==> config.mk <==
export PLATFORM = sky130hd
export DESIGN_NAME = uart_rx_ctrl
export DESIGN_NICKNAME = d
export VERILOG_FILES = /design/src/rtl/uart_pkg.sv /design/src/rtl/uart_rx_sync.sv /design/src/rtl/uart_rx_ctrl.sv
export SDC_FILE = /design/constraint.sdc
export NUM_CORES = 1
export LEC_CHECK = 0
export CAP_MARGIN = 15
export CORE_ASPECT_RATIO = 1.4
export CORE_MARGIN = 2
export CORE_UTILIZATION = 40
export CTS_BUF_LIST = sky130_fd_sc_hd__clkbuf_8
export CTS_CLUSTER_DIAMETER = 40
export DETAILED_ROUTE_END_ITERATION = 16
export PLACE_DENSITY_LB_ADDON = 0.08
export SETUP_SLACK_MARGIN = 0.1
export SYNTH_ARGS = -nofsm -noshare
export SYNTH_HDL_FRONTEND = slang
export SYNTH_SLANG_ARGS = --single-unit
==> constraint.sdc <==
create_clock -name clk -period 2.45 [get_ports clk]
set_input_delay 0.245 -clock clk [delete_from_list [all_inputs] [get_ports clk]]
set_output_delay 0.245 -clock clk [all_outputs]
set_load 0.03 [all_outputs]
==> src/rtl/uart_pkg.sv <==
// rtl/uart_pkg.sv - shared types and defaults for the UART receive controller
//
// Purpose: receiver FSM state encoding and default frame geometry.
// Ports:   none (package).
// Config:  UART_RX_PARITY_EN enables the PARITY state in the controller.

package uart_pkg;

   typedef enum logic [2:0] {
      IDLE   = 3'd0,
      START  = 3'd1,
      DATA   = 3'd2,
      PARITY = 3'd3,
      STOP   = 3'd4
   } rx_state_t;

   localparam int CLKS_PER_BIT_DEF = 16;
   localparam int DATA_BITS_DEF    = 8;

endpackage

==> src/rtl/uart_rx_sync.sv <==
// rtl/uart_rx_sync.sv - rx pin synchronizer and falling-edge detector
//
// Purpose: brings the asynchronous rx line into the clk domain through two
//          flops and flags a high-to-low transition of the synchronized line.
// Ports:
//   clk   in   system clock, rising edge
//   reset in   synchronous active-low reset; presets all flops to idle-high
//   rx    in   asynchronous serial line
//   rx_s  out  synchronized line
//   fall  out  high for one cycle when rx_s goes 1 -> 0

module uart_rx_sync (
   input  logic clk,
   input  logic reset,
   input  logic rx,
   output logic rx_s,
   output logic fall
);

   logic meta;
   logic sync;
   logic prev;

   // Presetting to 1 matches the idle line, so leaving reset never
   // manufactures a falling edge.
   always_ff @(posedge clk) begin
      if (!reset) begin
         meta <= 1'b1;
         sync <= 1'b1;
         prev <= 1'b1;
      end else begin
         meta <= rx;
         sync <= meta;
         prev <= sync;
      end
   end

   assign rx_s = sync;
   assign fall = prev & ~sync;

endmodule

==> src/rtl/uart_rx_ctrl.sv <==
// rtl/uart_rx_ctrl.sv - UART receive controller, LSB-first, mid-bit sampling
//
// Purpose: detects a start edge, validates the start bit at half a bit
//          period, samples DATA_BITS data bits (and optional even parity)
//          one bit period apart, checks the stop bit and pulses the result.
// Ports:
//   clk        in   system clock, rising edge
//   reset      in   synchronous active-low reset
//   enable     in   allows detection of a new frame (IDLE -> START only)
//   rx         in   asynchronous serial line, idle high
//   rx_data    out  last good received word
//   rx_valid   out  one-cycle pulse: rx_data updated, frame good
//   frame_err  out  one-cycle pulse: stop bit sampled low
//   busy       out  high whenever the FSM is not IDLE
//   parity_err out  one-cycle pulse: even parity failed (UART_RX_PARITY_EN only)
// Config: define UART_RX_PARITY_EN to add the PARITY state and parity_err.

module uart_rx_ctrl
   import uart_pkg::*;
#(
   parameter int CLKS_PER_BIT = CLKS_PER_BIT_DEF,
   parameter int DATA_BITS    = DATA_BITS_DEF
) (
   input  logic                 clk,
   input  logic                 reset,
   input  logic                 enable,
   input  logic                 rx,
   output logic [DATA_BITS-1:0] rx_data,
   output logic                 rx_valid,
   output logic                 frame_err,
   output logic                 busy
`ifdef UART_RX_PARITY_EN
   ,
   output logic                 parity_err
`endif
);

   localparam int BW   = $clog2(CLKS_PER_BIT);
   localparam int IW   = $clog2(DATA_BITS + 1);
   localparam int HALF = CLKS_PER_BIT / 2;

   localparam logic [BW-1:0] HALF_LAST = BW'(HALF - 1);
   localparam logic [BW-1:0] BIT_LAST  = BW'(CLKS_PER_BIT - 1);
   localparam logic [IW-1:0] IDX_LAST  = IW'(DATA_BITS - 1);

   rx_state_t            state;
   logic [BW-1:0]        bit_cnt;
   logic [IW-1:0]        idx_cnt;
   logic [DATA_BITS-1:0] shreg;
   logic                 rx_s;
   logic                 fall;
`ifdef UART_RX_PARITY_EN
   logic                 par_bad;
`endif

   uart_rx_sync u_sync (
      .clk   (clk),
      .reset (reset),
      .rx    (rx),
      .rx_s  (rx_s),
      .fall  (fall)
   );

   always_ff @(posedge clk) begin
      if (!reset) begin
         state     <= IDLE;
         bit_cnt   <= '0;
         idx_cnt   <= '0;
         shreg     <= '0;
         rx_data   <= '0;
         rx_valid  <= 1'b0;
         frame_err <= 1'b0;
`ifdef UART_RX_PARITY_EN
         parity_err <= 1'b0;
         par_bad    <= 1'b0;
`endif
      end else begin
         rx_valid  <= 1'b0;
         frame_err <= 1'b0;
`ifdef UART_RX_PARITY_EN
         parity_err <= 1'b0;
`endif
         case (state)
            IDLE: begin
               bit_cnt <= '0;
               if (fall && enable) begin
                  state <= START;
               end
            end

            // Half a bit period after the edge we are mid-start-bit; a high
            // line there means the edge was a glitch.
            START: begin
               if (bit_cnt == HALF_LAST) begin
                  bit_cnt <= '0;
                  idx_cnt <= '0;
                  state   <= rx_s ? IDLE : DATA;
               end else begin
                  bit_cnt <= bit_cnt + 1'b1;
               end
            end

            // Line order is LSB first, so each new bit enters at the MSB and
            // the word is aligned once all DATA_BITS have been shifted in.
            DATA: begin
               if (bit_cnt == BIT_LAST) begin
                  bit_cnt <= '0;
                  shreg   <= {rx_s, shreg[DATA_BITS-1:1]};
                  idx_cnt <= idx_cnt + 1'b1;
                  if (idx_cnt == IDX_LAST) begin
`ifdef UART_RX_PARITY_EN
                     state <= PARITY;
`else
                     state <= STOP;
`endif
                  end
               end else begin
                  bit_cnt <= bit_cnt + 1'b1;
               end
            end

`ifdef UART_RX_PARITY_EN
            PARITY: begin
               if (bit_cnt == BIT_LAST) begin
                  bit_cnt <= '0;
                  par_bad <= (^shreg) ^ rx_s;
                  state   <= STOP;
               end else begin
                  bit_cnt <= bit_cnt + 1'b1;
               end
            end
`endif

            STOP: begin
               if (bit_cnt == BIT_LAST) begin
                  bit_cnt <= '0;
                  state   <= IDLE;
`ifdef UART_RX_PARITY_EN
                  // Parity failure blocks delivery even with a good stop bit;
                  // a bad stop bit is still reported alongside it.
                  frame_err  <= ~rx_s;
                  parity_err <= par_bad;
                  if (rx_s && !par_bad) begin
                     rx_data  <= shreg;
                     rx_valid <= 1'b1;
                  end
`else
                  if (rx_s) begin
                     rx_data  <= shreg;
                     rx_valid <= 1'b1;
                  end else begin
                     frame_err <= 1'b1;
                  end
`endif
               end else begin
                  bit_cnt <= bit_cnt + 1'b1;
               end
            end

            default: begin
               state   <= IDLE;
               bit_cnt <= '0;
            end
         endcase
      end
   end

   assign busy = (state != IDLE);

endmodule

==> metrics.md <==
| Metric | Value |
|---|---|
| Outcome | complete, no violations |
| Clk Latency, worst-skew pair | 0.28 ns |
| Sequential area share after synthesis | 48.8% |
| HP Start | u_sync.meta |
| Final number of hold-violating endpoints | 0 |
| Synth-to-Final Area Change | 18.6% |
| Yosys warns | 0 |
| Max-Cap Viols | 0 |
| DR vias | 1026 |
| Slew margin rel. | 55.6% |
| Hold WS | 0.408 ns |
| Max H-tree Level | 2 |
| Via density | 5.13 |
| Worst Reg-to-Reg Cells | 4 |
| Arrival time worst endpoint | 1.74 ns |
| CTS clock-pin slew for the worst setup and hold paths | 0.06 ns |
| Final setup skew | 0.00115 ns |
| Grt ovf | 0 |
| Cells after synthesis | 147 |
| Root buffer cell | clkbuf_8 |
| Netlist Area Pre-Place | 1310 um2 |
| Worst slew pin tran | 0.665 ns |
| Nets | 166 |
| Dpl ws | 0.518 ns |
| Most frequent cell after synthesis | dfxtp_1 |
| Register area | 641 um2 |
| Final Cycle Share | 81.1% |
| Net Count, Synth | 153 |
| Std-Cell Rows | 24 |
| First-pass GRT wire length | 4060 um |
| #FFs+latches synth | 32 |
| CORE AREA | 3120 um2 |
| Initial Util | 42.1% |
| Total CTS buffers | 5 |
| P_leak | 0.000594 uW |
| Largest net degree at the start of global routing | 23 |
| Post-synth ARST share | 0% |
| CP Capture Type | output port |
| DRT iter0 DRCs | 24 |
| R2r setup slk | 0.59 ns |
| Power Density | 608 nW/um2 |
| Post-CTS Setup Bufs | 0 |
| Min Tclk post-route | 1.99 ns |
| # setup viols final | 0 |
| Layout cell share with drive strength beyond 1 | 6.83% |
| Reg-to-reg startpoint | state[2] |
| DR pass1 iterations | 4 |
| FILL cells | 311 |
| Total track usage | 14.7% |
| Syn Area/Cell | 8.94 um2 |
| Final ANT Viol Nets | 0 |
| Area of the multi-input gates | 623 um2 |
| Min-delay worst type | register to register |
| Top cells by count, synth | dfxtp_1 (32), nand2_1 (21), nor2_1 (17) |
| Post-Route Setup TNS | 0 ns |
| Slew Limit Fails | 0 |
| Clock Tree Buf Depth | 2 |
| WHS Endpoint | u_sync.rx_s |
| Final HPWL DP | 1690 um |
| CTS tree | built |
| Critical Path Source Type | register |
| Top cell type's share of synthesized area | 48.8% |
| CTS sink count | 32 |
| Main synth FF type | dfxtp_1 |
| Chip width | 52.4 um |
| R2r endpoint | rx_data[1] |
| Die Ht | 71.8 um |
| Ports | 15 |
| RSZ-0062 raised after global routing | no |
| Worst setup margin | 0.464 ns |
| Routability cong. | 0.748 |
| Fmax achieved | 0.503 GHz |
| Synth area leaders | dfxtp_1 (49%), mux2i_1 (6.9%), nand2_1 (6.0%) |
| Post-synth top area cell | dfxtp_1 |
| Hold-critical path depth | 1 |
| EDFF count, synth | 0 |
| DRC errors left | 0 |
| Cts-stage hold buffer count | 0 |
| Largest fanout on the critical path | 14 |
| Initial antenna violation count | 0 |
| Worst vdd ir | 0.000488 V |
| N_diodes | 0 |
| Final wirelength | 2390 um |
| Cts repair resizes | 0 |
| Die ar. | 3770 um2 |
| Critical path type | register to output port |
| Critical Path RT | 2.20 ns |
| Cell variety after synth | 37 |
| I/O Buffers | 14 |
| Vias in the first global route | 953 |
| Wire per inst | 12.0 um |
[through the flow]
stage | utilization (%) | instances | cell area, um2 | total power (uW)
after floorplan | - | 147 | 1310 | 553
after global placement | 47.0 | 192 | 1470 | 561
after detailed placement | 47.0 | 192 | 1470 | 561
after CTS | 49.9 | 200 | 1560 | 964
after global routing | 49.9 | 200 | 1560 | 988
final | 49.9 | 200 | 1560 | 947
[layout make-up]
type	count	area share, %
multi-input combinational	103	40.0
tap	39	3.13
inverter	4	0.964
clock buffer	6	5.30
sequential	32	41.1
timing repair buffer	14	9.00
clock inverter	2	0.482
[metal layers]
metal	vias to the layer above	wire [um]	global-route usage [%]
li1	527	-	-
met4	0	62	7.69
met5	-	0	0
met2	16	1230	24.9
met3	5	95	5.63
met1	478	1000	15.4
[kinds of logic after synthesis]
logic type      count (synthesis)  share of synthesized area, %
compound gates                 24                          12.1
xor+xnor                        3                          2.00
fa+ha+maj                       2                          1.90
buf+inv                        12                          3.81
flops                          32                          48.8
mux                             9                          6.86
simple gates                   65                          24.6
[critical path, stage by stage, from the launching register on]
cell	delay, ns
dfxtp_1	0.59
or3_4	0.21
clkdlybuf4s50_1	0.66
[state kept, by name, summed over array words and instances, names as in the netlist]
name / cells
rx_data: 8
shreg: 8
bit_cnt: 4
idx_cnt: 4
state: 3
frame_err: 1
rx_valid: 1
u_sync.meta: 1
u_sync.prev: 1
u_sync.rx_s: 1
[worst max path at each step]
stage	cells after the start	start	to
floorplan	4	state[0]	state[2]
global placement	4	reset	idx_cnt[2]
detailed placement	4	reset	idx_cnt[2]
CTS	2	state[0]	busy
global route	4	state[2]	rx_data[1]
finish	2	state[0]	busy
[layout by cell type (no fill, tap or decap), types with 2 or more instances in the layout]
master	instances
or3b_1	2
o21ai_0	4
ha_1	2
nand2b_1	4
clkdlybuf4s50_1	14
nand3b_1	2
clkbuf_8	6
nand3_1	6
and3_1	2
xor2_1	2
inv_1	6
nor2_1	17
dfxtp_1	32
mux2i_1	9
nand2_1	21
a21oi_1	10
nor3b_1	2
[report_power, final]
group	leakage, uW	switching, uW	internal, uW
Sequential	0.000258	3.47	523
Combinational	0.000282	12.8	10.0
Clock	0.0000538	177	220
Power figures use the tool's default switching activity.
